$ cat config.mk
export PLATFORM = sky130hd
export DESIGN_NAME = tu_split_scheduler
export DESIGN_NICKNAME = d
export VERILOG_FILES = /design/src/rtl/tu_split_scheduler.sv
export SDC_FILE = /design/constraint.sdc
export NUM_CORES = 1
export LEC_CHECK = 0
export ABC_AREA = 1
export CORE_MARGIN = 4
export CORE_UTILIZATION = 57
export CTS_CLUSTER_DIAMETER = 80
export CTS_CLUSTER_SIZE = 20
export DETAILED_ROUTE_END_ITERATION = 10
export PLACE_DENSITY = 0.82
export RECOVER_POWER = 25
export SYNTH_ARGS = -nofsm -noshare
export SYNTH_HDL_FRONTEND = slang
export SYNTH_SLANG_ARGS = --single-unit
$ cat constraint.sdc
create_clock -name clk -period 6.5 [get_ports clk]
set_input_delay 1.3 -clock clk [delete_from_list [all_inputs] [get_ports clk]]
set_output_delay 1.3 -clock clk [all_outputs]
set_load 0.02 [all_outputs]
$ cat src/rtl/tu_split_scheduler.sv
// tu_split_scheduler: clamps the TU size to the CU and issues its TUs as coordinate commands over valid/ready.
// Optional macro TU_Z_ORDER_EN selects Z-order TU issue; undefined gives raster order.
module tu_split_scheduler #(
    parameter int unsigned X_W = 12
) (
    input  logic           clk,
    input  logic           rst,
    input  logic           flush,
    input  logic           cu_valid,
    output logic           cu_ready,
    input  logic [1:0]     cu_size,
    input  logic [X_W-1:0] cu_x,
    input  logic [X_W-1:0] cu_y,
    input  logic [1:0]     tsize_in,
    output logic           tu_valid,
    input  logic           tu_ready,
    output logic [X_W-1:0] tu_x,
    output logic [X_W-1:0] tu_y,
    output logic [1:0]     tu_size,
    output logic           tu_last,
    output logic           clamp_err,
    output logic           busy
);
    typedef enum logic {ST_IDLE = 1'b0, ST_ISSUE = 1'b1} state_t;

    state_t         r_state;
    logic [X_W-1:0] r_cu_x;
    logic [X_W-1:0] r_cu_y;
    logic [2:0]     r_log2;
    logic [2:0]     r_nlog2;
    logic [7:0]     r_total_m1;
    logic [7:0]     r_idx;
    logic [X_W-1:0] r_tu_x;
    logic [X_W-1:0] r_tu_y;
    logic [1:0]     r_tu_size;
    logic           r_tu_last;
    logic           r_clamp;

    logic [2:0]     w_cu_log2;
    logic [2:0]     w_req_log2;
    logic [2:0]     w_eff_log2;
    logic [2:0]     w_eff_nlog2;
    logic           w_clamp;
    logic [7:0]     w_eff_total_m1;
    logic           w_accept;
    logic           w_hs;
    logic [7:0]     w_next_idx;
    logic [7:0]     w_p_idx;
    logic [2:0]     w_p_log2;
    logic [2:0]     w_p_nlog2;
    logic [7:0]     w_p_total_m1;
    logic [X_W-1:0] w_p_bx;
    logic [X_W-1:0] w_p_by;
    logic [3:0]     w_nmask;
    logic [3:0]     w_col;
    logic [3:0]     w_row;
    logic [X_W-1:0] w_nx;
    logic [X_W-1:0] w_ny;
    logic [1:0]     w_nsize;
    logic           w_nlast;

    assign cu_ready  = (r_state == ST_IDLE) & ~flush & ~rst;
    assign tu_valid  = (r_state == ST_ISSUE);
    assign busy      = (r_state == ST_ISSUE);
    assign tu_x      = r_tu_x;
    assign tu_y      = r_tu_y;
    assign tu_size   = r_tu_size;
    assign tu_last   = r_tu_last;
    assign clamp_err = r_clamp;

    assign w_accept = cu_valid & cu_ready;
    assign w_hs     = (r_state == ST_ISSUE) & tu_ready;

    // Effective size of an incoming CU: TU never larger than the CU itself.
    always_comb begin
        w_cu_log2      = 3'd3 + 3'(cu_size);
        w_req_log2     = 3'd2 + 3'(tsize_in);
        w_clamp        = (w_req_log2 > w_cu_log2);
        w_eff_log2     = w_clamp ? w_cu_log2 : w_req_log2;
        w_eff_nlog2    = w_cu_log2 - w_eff_log2;
        w_eff_total_m1 = 8'((9'd1 << 4'({w_eff_nlog2, 1'b0})) - 9'd1);
    end

    // Position of the TU to be presented next: index 0 of a new CU, or idx+1 of the current one.
    always_comb begin
        w_next_idx   = r_idx + 8'd1;
        w_p_idx      = w_accept ? 8'd0 : w_next_idx;
        w_p_log2     = w_accept ? w_eff_log2 : r_log2;
        w_p_nlog2    = w_accept ? w_eff_nlog2 : r_nlog2;
        w_p_total_m1 = w_accept ? w_eff_total_m1 : r_total_m1;
        w_p_bx       = w_accept ? cu_x : r_cu_x;
        w_p_by       = w_accept ? cu_y : r_cu_y;
        w_nmask      = 4'((5'd1 << w_p_nlog2) - 5'd1);
`ifdef TU_Z_ORDER_EN
        w_col        = {w_p_idx[6], w_p_idx[4], w_p_idx[2], w_p_idx[0]} & w_nmask;
        w_row        = {w_p_idx[7], w_p_idx[5], w_p_idx[3], w_p_idx[1]} & w_nmask;
`else
        w_col        = w_p_idx[3:0] & w_nmask;
        w_row        = 4'(w_p_idx >> w_p_nlog2);
`endif
        w_nx         = w_p_bx + (X_W'(w_col) << w_p_log2);
        w_ny         = w_p_by + (X_W'(w_row) << w_p_log2);
        w_nsize      = 2'(w_p_log2 - 3'd2);
        w_nlast      = (w_p_idx == w_p_total_m1);
    end

    always_ff @(posedge clk) begin
        if (rst) begin
            r_state    <= ST_IDLE;
            r_cu_x     <= '0;
            r_cu_y     <= '0;
            r_log2     <= '0;
            r_nlog2    <= '0;
            r_total_m1 <= '0;
            r_idx      <= '0;
            r_tu_x     <= '0;
            r_tu_y     <= '0;
            r_tu_size  <= '0;
            r_tu_last  <= 1'b0;
            r_clamp    <= 1'b0;
        end else begin
            if (w_accept && w_clamp) begin
                r_clamp <= 1'b1;
            end
            if (flush) begin
                r_state <= ST_IDLE;
            end else begin
                case (r_state)
                    ST_IDLE: begin
                        if (w_accept) begin
                            r_state    <= ST_ISSUE;
                            r_cu_x     <= cu_x;
                            r_cu_y     <= cu_y;
                            r_log2     <= w_eff_log2;
                            r_nlog2    <= w_eff_nlog2;
                            r_total_m1 <= w_eff_total_m1;
                            r_idx      <= 8'd0;
                            r_tu_x     <= w_nx;
                            r_tu_y     <= w_ny;
                            r_tu_size  <= w_nsize;
                            r_tu_last  <= w_nlast;
                        end
                    end
                    ST_ISSUE: begin
                        if (w_hs) begin
                            if (r_tu_last) begin
                                r_state <= ST_IDLE;
                            end else begin
                                r_idx     <= w_next_idx;
                                r_tu_x    <= w_nx;
                                r_tu_y    <= w_ny;
                                r_tu_size <= w_nsize;
                                r_tu_last <= w_nlast;
                            end
                        end
                    end
                    default: r_state <= ST_IDLE;
                endcase
            end
        end
    end

endmodule

==> summary.txt, run 1 <==
Run status
  – Status: finished clean

Final layout
  – Footprint of the multi-input gates: 3103 sq um
  – Commonest non-fill, non-tap cells in the layout: nand2_1 (170), nor2_1 (104), inv_1 (100)
  – Final instance area: 6046 sq um
  – Register Area: 1501 sq um
  – Most common cell after layout, fill and taps aside: nand2_1
  – Post-layout util: 0.6899
  – Synth-to-layout area growth: 17.57%
  – Fin cells: 952
  – ANT cells: 0
  – Final nets: 906
  – Share of layout cells above drive strength 1: 0.08531
  – Fillcell total: 761

CTS
  – Clk_lat worst skew: between 0.3 and 0.4 ns
  – TritonCTS clock tree: yes
  – Clk buf depth: 2
  – H-Tree Depth: 3
  – CTS Hold Bufs: 0
  – Worst-path clk slew: 0.07 ns
  – Inserted Clock Buffers: 9
  – Root Buffer: clkbuf_8
  – Clk sinks: 75

Placement
  – Dpl cell area: just under 6000 sq um
  – HPWL Detailed: 10.05 mm
  – Port Buffers: 63
  – Placed Instances: 933
  – Routability cong.: 0.9509

Logic synthesis
  – Seq/Total Area, Yosys: 0.2920
  – Main combinational cell family by area after synthesis: simple AND/OR/NAND/NOR gates
  – Mapped Cells: a little under 800
  – Post-synthesis mux area share: 0.003893
  – Synth cell types: between 40 and 50
  – Synth Area in Compound Gates: 0.1404
  – Post-Syn Area: roughly 5100 sq um
  – Synth Area in XOR/XNOR: 0.02725
  – Syn Area/Cell: between 6 and 7 sq um
  – Post-synthesis adder-cell area fraction: 0.08710
  – EDFF count, synth: 0
  – Synth Area in Simple Gates: 0.3431
  – Synthesis-stage register bit count: between 70 and 80
  – Synth async-reset ratio: 0
  – Syn Nets: between 800 and 900
  – Synth Warn #: 0
  – Ys flop type: dfxtp_1

Die
  – Die footprint: 10610 sq um
  – Initial Util: 0.5868
  – Core Region: between 8000 and 9000 sq um
  – Num ports: 64
  – Die Span X: 103.0 microns
  – Core Rows: 34
  – DIE HEIGHT: 103.0 microns

Power
  – PwrDens: 201.9 nW/um^2
  – Maximum VDD drop: 0.1145 mV
  – LEAKAGE: between 3 and 4 nW
  – Clock power frac: 0.335
  – Sw power: 379.6 uW
  – Switching share of power: 0.3110
  – Seq pwr share: 0.403
  – Pint: 841.1 uW
  – Logic pwr share: 0.262

Global routing
  – GRT Util Overall: 0.2619
  – Vias in the first global route: ~5k
  – First-pass GRT wire length: 22.12 mm
  – Largest net degree at the start of global routing: between 60 and 70
  – Final global-route overflow total: 0
  – Initial antenna violation count: 0

Worst setup path
  – Crit start category: input pin
  – Slowest cell on the critical path: clkdlybuf4s50_1
  – Worst r2r dst: tu_x[8]
  – CP arrival: 6.44 ns
  – Slowest stage delay, CP: between 0.4 and 0.5 ns
  – Crit. End Element: register
  – R2R Setup Slk: 2.48 ns
  – WP data required: around 6.8 ns
  – RR Startpoint: busy
  – FF-to-FF path depth: 21
  – Setup Crit Path Kind: in2reg
  – Most common cell on crit path: nand2_1
  – Worst Path Max Fanout: 10

Drt
  – Residual DRC: 0
  – Total number of vias: between 5k and 6k
  – Iteration-0 DRC Markers: around 300
  – WL/cell: 14.10 microns
  – Post-Route WL: 13.42 mm
  – Via density: 5.335
  – First-pass DRT Iterations: 5
  – Routed Antenna Nets: 0

Timing
  – Setup violators final: 0
  – Max-slew headroom: 0.5478
  – WHS: roughly 0.47 ns
  – Final hold vios: 0
  – Max Clock Freq: 162.5 MHz
  – Setup Skew: 0.01286 ns
  – Worst slew pin tran: 0.6783 ns
  – Final min period: ~6.2 ns
  – Pins over their slew limit: 0
  – Share of the clock period used by the worst path: 0.9466

Hold path
  – Worst Hold End: clamp_err
  – Min-delay src: clamp_err
  – Worst min-delay path class: reg2reg
  – Hold Path Depth: 1

Run
  – Max-Cap Viols: 0
## power by group through the flow
stage | clock, mW | sequential (mW) | combinational [mW]
3_3_place_gp | 0 | 0.501 | 0.307
2_1_floorplan | 0 | 0.511 | 0.214
4_1_cts | 0.418 | 0.492 | 0.318
6_report | 0.409 | 0.492 | 0.320
5_1_grt | 0.439 | 0.494 | 0.359
3_5_place_dp | 0 | 0.502 | 0.316
## cell families after synthesis
| group | count (synthesis) |
|---|---|
| simple gates | 400 |
| flops | 75 |
| xor+xnor | 16 |
| compound gates | 125 |
| mux | 2 |
| fa+ha+maj | 34 |
| buf+inv | 136 |
## registers in the layout, indices dropped and copies added, names as in the netlist
signal,flops
clamp_err,1
tu_y,12
r_log2,3
r_cu_x,12
tu_last,1
busy,1
tu_x,12
tu_size,2
r_idx,8
r_nlog2,3
r_total_m1,8
r_cu_y,12
## cells in the mapped netlist, types with 3 or more instances
| library cell | n | share of area |
|---|---|---|
| nor2_1 | 104 | 0.076 |
| buf_2 | 14 | 0.014 |
| nand2_1 | 170 | 0.12 |
| clkbuf_1 | 10 | 0.0073 |
| o21ai_2 | 4 | 0.0068 |
| inv_2 | 5 | 0.0037 |
| ha_1 | 31 | 0.075 |
| or2_2 | 25 | 0.030 |
| inv_1 | 100 | 0.073 |
| o211ai_1 | 4 | 0.0058 |
| a21oi_1 | 34 | 0.033 |
| o21ai_0 | 50 | 0.049 |
| nand4_1 | 20 | 0.024 |
| nand3_1 | 61 | 0.059 |
| nor3_1 | 4 | 0.0039 |
| buf_4 | 3 | 0.0044 |
| a32oi_1 | 3 | 0.0051 |
| xnor2_1 | 6 | 0.010 |
| xor2_1 | 10 | 0.017 |
| o21ai_1 | 12 | 0.012 |
| nand2_2 | 5 | 0.0061 |
| dfxtp_1 | 75 | 0.29 |
| fa_1 | 3 | 0.012 |
| a211oi_1 | 3 | 0.0044 |
## timing repair
item                       in CTS  in global routing
setup buffers                   0                  3
gates resized for setup         0                  3
setup endpoints to repair       0                  9
## metrics by stage
step / setup TNS, ns / worst slack, ns / total power [mW]
5_1_grt: -0.06125 / -0.03496 / 1.292
6_report: 0 / 0.3473 / 1.221
4_1_cts: 0 / 0.3887 / 1.228
3_3_place_gp: 0 / 0.2087 / 0.8087
2_1_floorplan: 0 / 1.061 / 0.7254
3_5_place_dp: 0 / 0.04973 / 0.8186
## critical path: cells and delay by family
family | cells | cell delay (ns)
compound gates | 3 | 0.49
xor+xnor | 1 | 0.23
fa+ha+maj | 6 | 1.92
buf+inv | 4 | 0.68
simple gates | 16 | 1.80
## worst max path at each step
stage	from	to	slack, ns	cells past startpoint
6_report	cu_size[0]	tu_x[8]	0.35	30
2_1_floorplan	cu_size[0]	tu_x[8]	1.06	29
3_5_place_dp	cu_size[0]	tu_y[8]	0.05	34
5_1_grt	cu_size[0]	tu_y[9]	-0.03	33
4_1_cts	cu_size[0]	tu_x[8]	0.39	31
3_3_place_gp	cu_size[0]	tu_x[8]	0.21	30
## per-layer routing
layer,wire length (microns),vias to the layer above,GRT usage,share of wire
met3,683,25,0.04330,0.051
met5,0,-,0,0
met2,6439,135,0.4519,0.48
met4,289,0,0.08566,0.022
li1,-,2649,-,-
met1,6011,2270,0.3321,0.45
## cell type report
class                           count  area share
Multi-Input combinational cell    577      0.5132
Sequential cell                    75      0.2483
Timing Repair Buffer               69      0.1109
Inverter                          107     0.06767
Clock buffer                       11     0.02504
Tap cell                          108     0.02235
Clock inverter                      5     0.01242
No activity file was read; power rests on OpenSTA's default activity.
==> run 2, diff against run 1 <==
ABC_AREA = unset   (was 1)
CORE_MARGIN = 2   (was 4)
CORE_UTILIZATION = 56   (was 57)
PLACE_DENSITY = 0.81   (was 0.82)
SKIP_CTS_REPAIR_TIMING = 1   (was unset)
==> run 2 against run 1 <==
The flow now finishes with violations (capacitance limit, slew limit). Area after synthesis decreased by 2.8%. Clock-buffer cell count down 2. Final cell count fell by 9.7%. Cell area up 2.6%. First-iteration DRC count rose by 38%. Critical path depth is 7 lower. Combinational power decreased by 24%. Global-route usage grew 2.5 points. Critical endpoint is now tu_y[11]. Largest power group unchanged.
==> summary.txt, run 2 <==
Run status
  – Status: finished with violations (was finished clean)
  – Failing checks: capacitance limit, slew limit

Power
  – Tot Pwr: 1.081 mW (was 1.221 mW)
  – LEAKAGE: 2.633 nW (was 3.140 nW)
  – Maximum VDD drop: 0.1159 mV (was 0.1145 mV)
  – PwrDens: 174.3 nW/um^2 (was 201.9 nW/um^2)

CTS
  – Worst-path clk slew: 0.09 ns (was 0.07 ns)
  – Clk_lat worst skew: 0.36 ns (was 0.35 ns)
  – Clk buf depth: 2 (unchanged)
  – Root Buffer: clkbuf_8 (unchanged)
  – TritonCTS clock tree: yes (unchanged)
  – Clk sinks: 75 (unchanged)
  – Inserted Clock Buffers: 9 (unchanged)
  – H-Tree Depth: 3 (unchanged)

Logic synthesis
  – Post-synthesis adder-cell area fraction: 0.08959 (was 0.08710)
  – Syn Nets: 730 (was 855)
  – Synth Area in Simple Gates: 0.2525 (was 0.3431)
  – EDFF count, synth: 0 (unchanged)
  – Synth async-reset ratio: 0 (unchanged)
  – Post-synthesis mux area share: 0.02953 (was 0.003893)
  – Top cell type's share of synthesized area: 0.3003 (was 0.2920)
  – Synth Area in Compound Gates: 0.2285 (was 0.1404)
  – Synth cell count leaders: nand2_1 (117), dfxtp_1 (75), a21oi_1 (64) (was nand2_1 (170), nor2_1 (104), inv_1 (100))
  – Mapped Cells: 663 (was 788)
  – Largest area contributor in the netlist: dfxtp_1 (unchanged)
  – Main combinational cell family by area after synthesis: simple AND/OR/NAND/NOR gates (unchanged)
  – Synth cell types: 71 (was 46)
  – Ys flop type: dfxtp_1 (unchanged)
  – Synth Warn #: 0 (unchanged)
  – Syn Area/Cell: 7.541 sq um (was 6.526 sq um)
  – Most frequent cell after synthesis: nand2_1 (unchanged)
  – Seq/Total Area, Yosys: 0.3003 (was 0.2920)
  – Synthesis-stage register bit count: 75 (unchanged)
  – Synth Area in XOR/XNOR: 0.04555 (was 0.02725)
  – Post-Syn Area: 5000 sq um (was 5142 sq um)
  – Synth top area cells: dfxtp_1 (30%), nand2_1 (8.8%), ha_1 (7.8%), a21oi_1 (6.4%), nor2_1 (4.6%) (was dfxtp_1 (29%), nand2_1 (12%), nor2_1 (7.6%), ha_1 (7.5%), inv_1 (7.3%))

Final layout
  – Share of layout cells above drive strength 1: 0.1197 (was 0.08531)
  – Synth-to-layout area growth: 24.05% (was 17.57%)
  – Final instance area: 6202 sq um (was 6046 sq um)
  – Final nets: 814 (was 906)
  – ANT cells: 0 (unchanged)
  – Commonest non-fill, non-tap cells in the layout: nand2_1 (117), dfxtp_1 (75), a21oi_1 (64) (was nand2_1 (170), nor2_1 (104), inv_1 (100))
  – Post-layout util: 0.7147 (was 0.6899)
  – Fin cells: 860 (was 952)
  – Most common cell after layout, fill and taps aside: nand2_1 (unchanged)

Drt
  – WL/cell: 16.03 microns (was 14.10 microns)
  – Routed Antenna Nets: 0 (unchanged)
  – Residual DRC: 0 (unchanged)
  – Post-Route WL: 13.79 mm (was 13.42 mm)
  – Via density: 5.986 (was 5.335)
  – Iteration-0 DRC Markers: 409 (was 296)
  – Total number of vias: 5148 (was 5079)
  – First-pass DRT Iterations: 7 (was 5)

Placement
  – Port Buffers: 63 (unchanged)
  – Routability cong.: 0.8943 (was 0.9509)
  – Dpl cell area: 5954 sq um (was 5788 sq um)
  – Placed Instances: 844 (was 933)
  – HPWL Detailed: 10.07 mm (was 10.05 mm)
  – DP Worst Slack: -0.2430 ns (was 0.04973 ns)

Worst setup path
  – Crit path cell chain: clkdlybuf4s50_1 > inv_1 > ha_1 > ha_4 > nand3_1 > o21ai_0 > or2_2 > nand2_1 > o21ai_0 > ha_1 > fa_2 > nor2_2 > a2111oi_2 > a221o_1 > nand2b_1 > mux2_4 > o22ai_2 > ha_1 > o311a_1 > a41o_1 > o41a_1 > xor2_1 > a21oi_1
  – RR Startpoint: busy (unchanged)
  – Slowest stage delay, CP: 0.56 ns (was 0.49 ns)
  – Most common cell on crit path: ha_1 (was nand2_1)
  – Crit. End Element: register (unchanged)
  – WP data required: 6.80 ns (was 6.79 ns)
  – Setup Crit Path Kind: in2reg (unchanged)
  – CP arrival: 6.45 ns (was 6.44 ns)
  – Worst setup path startpoint: cu_size[0] (unchanged)
  – Crit start category: input pin (unchanged)
  – Worst Path Max Fanout: 3 (was 10)
  – Worst r2r dst: tu_y[8] (was tu_x[8])
  – R2R Setup Slk: 1.24 ns (was 2.48 ns)
  – Slowest cell on the critical path: fa_2 (was clkdlybuf4s50_1)
  – FF-to-FF path depth: 17 (was 21)

Global routing
  – Largest net degree at the start of global routing: 70 (was 63)
  – Initial antenna violation count: 0 (unchanged)
  – Vias in the first global route: 4939 (was 4871)
  – Final global-route overflow total: 0 (unchanged)
  – GRT Util Overall: 0.2868 (was 0.2619)
  – First-pass GRT wire length: 23.12 mm (was 22.12 mm)

Timing
  – Setup violators final: 0 (unchanged)
  – Setup Skew: 0.01299 ns (was 0.01286 ns)
  – RSZ-0062 raised after global routing: false
  – Pins over their slew limit: 39 (was 0)
  – Worst slew pin tran: 1.580 ns (was 0.6783 ns)
  – Fin worst setup slack: 0.3511 ns (was 0.3473 ns)
  – Final TNS setup: 0 ns (unchanged)
  – WHS: 0.4589 ns (was 0.4725 ns)
  – Max Clock Freq: 162.6 MHz (was 162.5 MHz)
  – Max-slew headroom: -0.05353 (was 0.5478)
  – Final min period: 6.149 ns (was 6.153 ns)
  – Final hold vios: 0 (unchanged)
  – Share of the clock period used by the worst path: 0.9460 (was 0.9466)

Hold path
  – Worst min-delay path class: reg2reg (unchanged)
  – Hold Path Depth: 2 (was 1)
  – Worst Hold End: tu_x[7] (was clamp_err)
  – Min-delay src: tu_x[7] (was clamp_err)

Die
  – Die Span X: 98.49 microns (was 103.0 microns)
  – DIE HEIGHT: 98.49 microns (was 103.0 microns)
  – Core Region: 8678 sq um (was 8763 sq um)
  – Die footprint: 9700 sq um (was 10610 sq um)
  – Num ports: 64 (unchanged)
  – Core Rows: 34 (unchanged)
  – Initial Util: 0.5761 (was 0.5868)

Run
  – Max-Cap Viols: 1 (was 0)
==> run 2: cell types whose count changed after synthesis, sizes merged, moves of 16 or more <==
cell / change
or2: -21
nand2: -59
nor3: +21
nand4: -16
a21oi: +29
nor2: -44
o21ai: -35
inv: -82
nand3: -39
==> run 2: cell families (layout without fill, tap and decap cells) <==
logic type / Yosys count / after routing
AND/OR/NAND/NOR: 276 / 276
AO/OA/AOI/OAI: 175 / 175
flip-flops: 75 / 75
buffers and inverters: 63 / 152
adder cells (fa/ha/maj): 34 / 34
XOR/XNOR: 26 / 26
multiplexers: 14 / 14
==> run 2: report_power, final <==
group / switching, mW / internal (mW)
clock network: 0.205 / 0.145
registers: 0.0128 / 0.475
logic: 0.132 / 0.112
==> run 2: critical path: cells and delay by family <==
family | cells | cell delay (ns)
xor+xnor | 1 | 0.15
compound gates | 9 | 1.96
buf+inv | 2 | 0.54
mux | 1 | 0.29
fa+ha+maj | 5 | 1.60
simple gates | 5 | 0.61
==> run 2: layout make-up <==
cell class / instances / area, sq um
timing repair buffer: 112 / 993.5
clock buffer: 9 / 123.9
multi-input combinational: 525 / 3298
sequential: 75 / 1501
clock inverter: 7 / 60.06
tap: 108 / 135.1
inverter: 24 / 90.09
fill: 714 / 2476
==> run 2: layer usage <==
layer  GRT usage  up-vias  part of all wire
li1            -     2538                 -
met1      0.3759     2412              0.44
met3     0.04255       38             0.049
met5           0        -                 0
met4      0.1275        0             0.032
met2      0.4710      160              0.48
==> run 2: worst max path at each step <==
stage	to	slack (ns)	cells past startpoint
after floorplan	tu_y[11]	0.27	24
after global placement	tu_x[10]	-0.09	24
after detailed placement	tu_y[11]	-0.24	26
after CTS	tu_x[8]	0.11	24
after global routing	tu_y[8]	0.03	27
final	tu_y[11]	0.35	23
==> run 3, diff against run 2 <==
CORE_MARGIN = 5   (was 2)
==> run 3 against run 2 <==
The run now ends clean. Clock-buffer cell count is 3 higher. Combinational power is 2% higher. Clock skew is 0.00083 ns lower. Cell area grew 0.46%. Critical path type unchanged. Highest routed layer unchanged.
==> summary.txt, run 3 (same netlist as run 2, synthesis figures left out) <==
Global routing
  – Largest net degree at the start of global routing: 70 (unchanged)
  – GRT Util Overall: 0.2518 (was 0.2868)
  – Final global-route overflow total: 0 (unchanged)
  – Initial antenna violation count: 0 (unchanged)
  – First-pass GRT wire length: 23.14 mm (was 23.12 mm)
  – Vias in the first global route: 4921 (was 4939)

CTS
  – Clk_lat worst skew: 0.35 ns (was 0.36 ns)
  – Worst-path clk slew: 0.08 ns (was 0.09 ns)
  – Inserted Clock Buffers: 9 (unchanged)
  – H-Tree Depth: 3 (unchanged)
  – Clk buf depth: 2 (unchanged)
  – TritonCTS clock tree: yes (unchanged)
  – Root Buffer: clkbuf_8 (unchanged)
  – Clk sinks: 75 (unchanged)

Placement
  – Port Buffers: 63 (unchanged)
  – Dpl cell area: 5929 sq um (was 5954 sq um)
  – HPWL Detailed: 10.13 mm (was 10.07 mm)
  – Placed Instances: 839 (was 844)
  – DP Worst Slack: -0.3618 ns (was -0.2430 ns)
  – Routability cong.: 0.8945 (was 0.8943)

Final layout
  – Fin cells: 855 (was 860)
  – Final nets: 809 (was 814)
  – Share of layout cells above drive strength 1: 0.1151 (was 0.1197)
  – Most common cell after layout, fill and taps aside: nand2_1 (unchanged)
  – Commonest non-fill, non-tap cells in the layout: nand2_1 (117), dfxtp_1 (75), a21oi_1 (63) (was nand2_1 (117), dfxtp_1 (75), a21oi_1 (64))
  – Synth-to-layout area growth: 24.62% (was 24.05%)
  – Final instance area: 6231 sq um (was 6202 sq um)
  – ANT cells: 0 (unchanged)

Timing
  – Setup Skew: 0.01215 ns (was 0.01299 ns)
  – Max-slew headroom: 0.4670 (was -0.05353)
  – Setup violators final: 0 (unchanged)
  – Final hold vios: 0 (unchanged)
  – Max Clock Freq: 160.4 MHz (was 162.6 MHz)
  – Worst slew pin tran: 0.7883 ns (was 1.580 ns)
  – Final TNS setup: 0 ns (unchanged)
  – WHS: 0.4507 ns (was 0.4589 ns)
  – Share of the clock period used by the worst path: 0.9589 (was 0.9460)
  – Pins over their slew limit: 0 (was 39)
  – Final min period: 6.233 ns (was 6.149 ns)
  – Fin worst setup slack: 0.2671 ns (was 0.3511 ns)

Power
  – Sw power: 328.6 uW (was 350.1 uW)
  – Seq pwr share: 0.426 (was 0.451)
  – Switching share of power: 0.2873 (was 0.3238)
  – LEAKAGE: 2.622 nW (was 2.633 nW)
  – Maximum VDD drop: 0.1525 mV (was 0.1159 mV)
  – Pint: 815.0 uW (was 731.1 uW)
  – PwrDens: 183.5 nW/um^2 (was 174.3 nW/um^2)
  – Clock power frac: 0.358 (was 0.324)
  – Logic pwr share: 0.217 (was 0.226)

Drt
  – Total number of vias: 5139 (was 5148)
  – Routed Antenna Nets: 0 (unchanged)
  – Post-Route WL: 14.01 mm (was 13.79 mm)
  – WL/cell: 16.39 microns (was 16.03 microns)
  – Residual DRC: 0 (unchanged)
  – Via density: 6.011 (was 5.986)
  – Iteration-0 DRC Markers: 340 (was 409)
  – First-pass DRT Iterations: 5 (was 7)

Worst setup path
  – Setup Crit Path Kind: in2reg (unchanged)
  – RR Startpoint: busy (unchanged)
  – Crit. End Element: register (unchanged)
  – FF-to-FF path depth: 13 (was 17)
  – Worst Path Max Fanout: 5 (was 3)
  – Worst r2r dst: tu_y[11] (was tu_y[8])
  – CP arrival: 6.46 ns (was 6.45 ns)
  – WP data required: 6.73 ns (was 6.80 ns)
  – Crit start category: input pin (unchanged)
  – R2R Setup Slk: 2.00 ns (was 1.24 ns)

Run
  – Max-Cap Viols: 0 (was 1)

Hold path
  – Min-delay src: tu_x[7] (unchanged)
  – Worst Hold End: tu_x[7] (unchanged)
  – Hold Path Depth: 2 (unchanged)
  – Worst min-delay path class: reg2reg (unchanged)

Die
  – DIE HEIGHT: 104.5 microns (was 98.49 microns)
  – Core Region: 8721 sq um (was 8678 sq um)
  – Core Rows: 34 (unchanged)
  – Initial Util: 0.5733 (was 0.5761)
  – Die footprint: 10920 sq um (was 9700 sq um)
  – Num ports: 64 (unchanged)
  – Die Span X: 104.5 microns (was 98.49 microns)

Run status
  – Status: finished clean (was finished with violations)
## run 3: worst max-delay path, stage by stage
cell and delay, ns:
clkdlybuf4s50_1 0.49, inv_1 0.09, ha_4 0.25, ha_1 0.29, nand3_1 0.08, o21ai_0 0.10, or2_2 0.30, nand2_1 0.07
o21ai_0 0.08, ha_1 0.20, fa_2 0.37, xnor2_2 0.20, a21oi_1 0.12, and4_4 0.19, or3_1 0.41, mux2i_4 0.21
nor2_1 0.07, ha_1 0.30, a211oi_2 0.21, o21ai_0 0.14, o311a_1 0.16, a41o_1 0.26, o41a_1 0.33, xor2_1 0.17
a21oi_1 0.08
## run 3: power groups by stage
stage | registers [mW] | clock network [mW] | logic [mW]
5_1_grt | 0.489 | 0.433 | 0.270
2_1_floorplan | 0.498 | 0 | 0.143
3_3_place_gp | 0.497 | 0 | 0.228
3_5_place_dp | 0.498 | 0 | 0.235
4_1_cts | 0.487 | 0.412 | 0.237
6_report | 0.487 | 0.409 | 0.248
## run 3: worst max path at each step
| stage | end | startpoint | depth (start not counted) |
|---|---|---|---|
| after floorplan | tu_y[11] | cu_size[0] | 24 |
| after global placement | tu_y[11] | cu_size[0] | 25 |
| after detailed placement | tu_y[11] | cu_size[0] | 25 |
| after CTS | tu_y[11] | cu_size[0] | 25 |
| after global routing | tu_y[11] | cu_size[0] | 25 |
| final | tu_y[11] | cu_size[0] | 25 |
## run 3: cell type report
cell class / count / area, sq um
Multi-Input combinational cell: 525 / 3321
Fill cell: 703 / 2490
Sequential cell: 75 / 1501
Timing Repair Buffer: 107 / 964.7
Clock buffer: 12 / 145.1
Tap cell: 108 / 135.1
Inverter: 24 / 90.09
Clock inverter: 4 / 73.82
## run 3: stage by stage
stage	power (mW)	util
after floorplan	0.6402	-
after global placement	0.7244	0.6799
after detailed placement	0.7326	0.6799
after CTS	1.135	0.7050
after global routing	1.193	0.7145
final	1.144	0.7145
## run 3: per-layer routing
| metal | track usage | part of all wire | routed length [microns] |
|---|---|---|---|
| met5 | 0 | 0 | 0 |
| met4 | 0.07771 | 0.023 | 316 |
| met3 | 0.06021 | 0.064 | 895 |
| met2 | 0.4222 | 0.49 | 6852 |
| met1 | 0.3184 | 0.42 | 5949 |
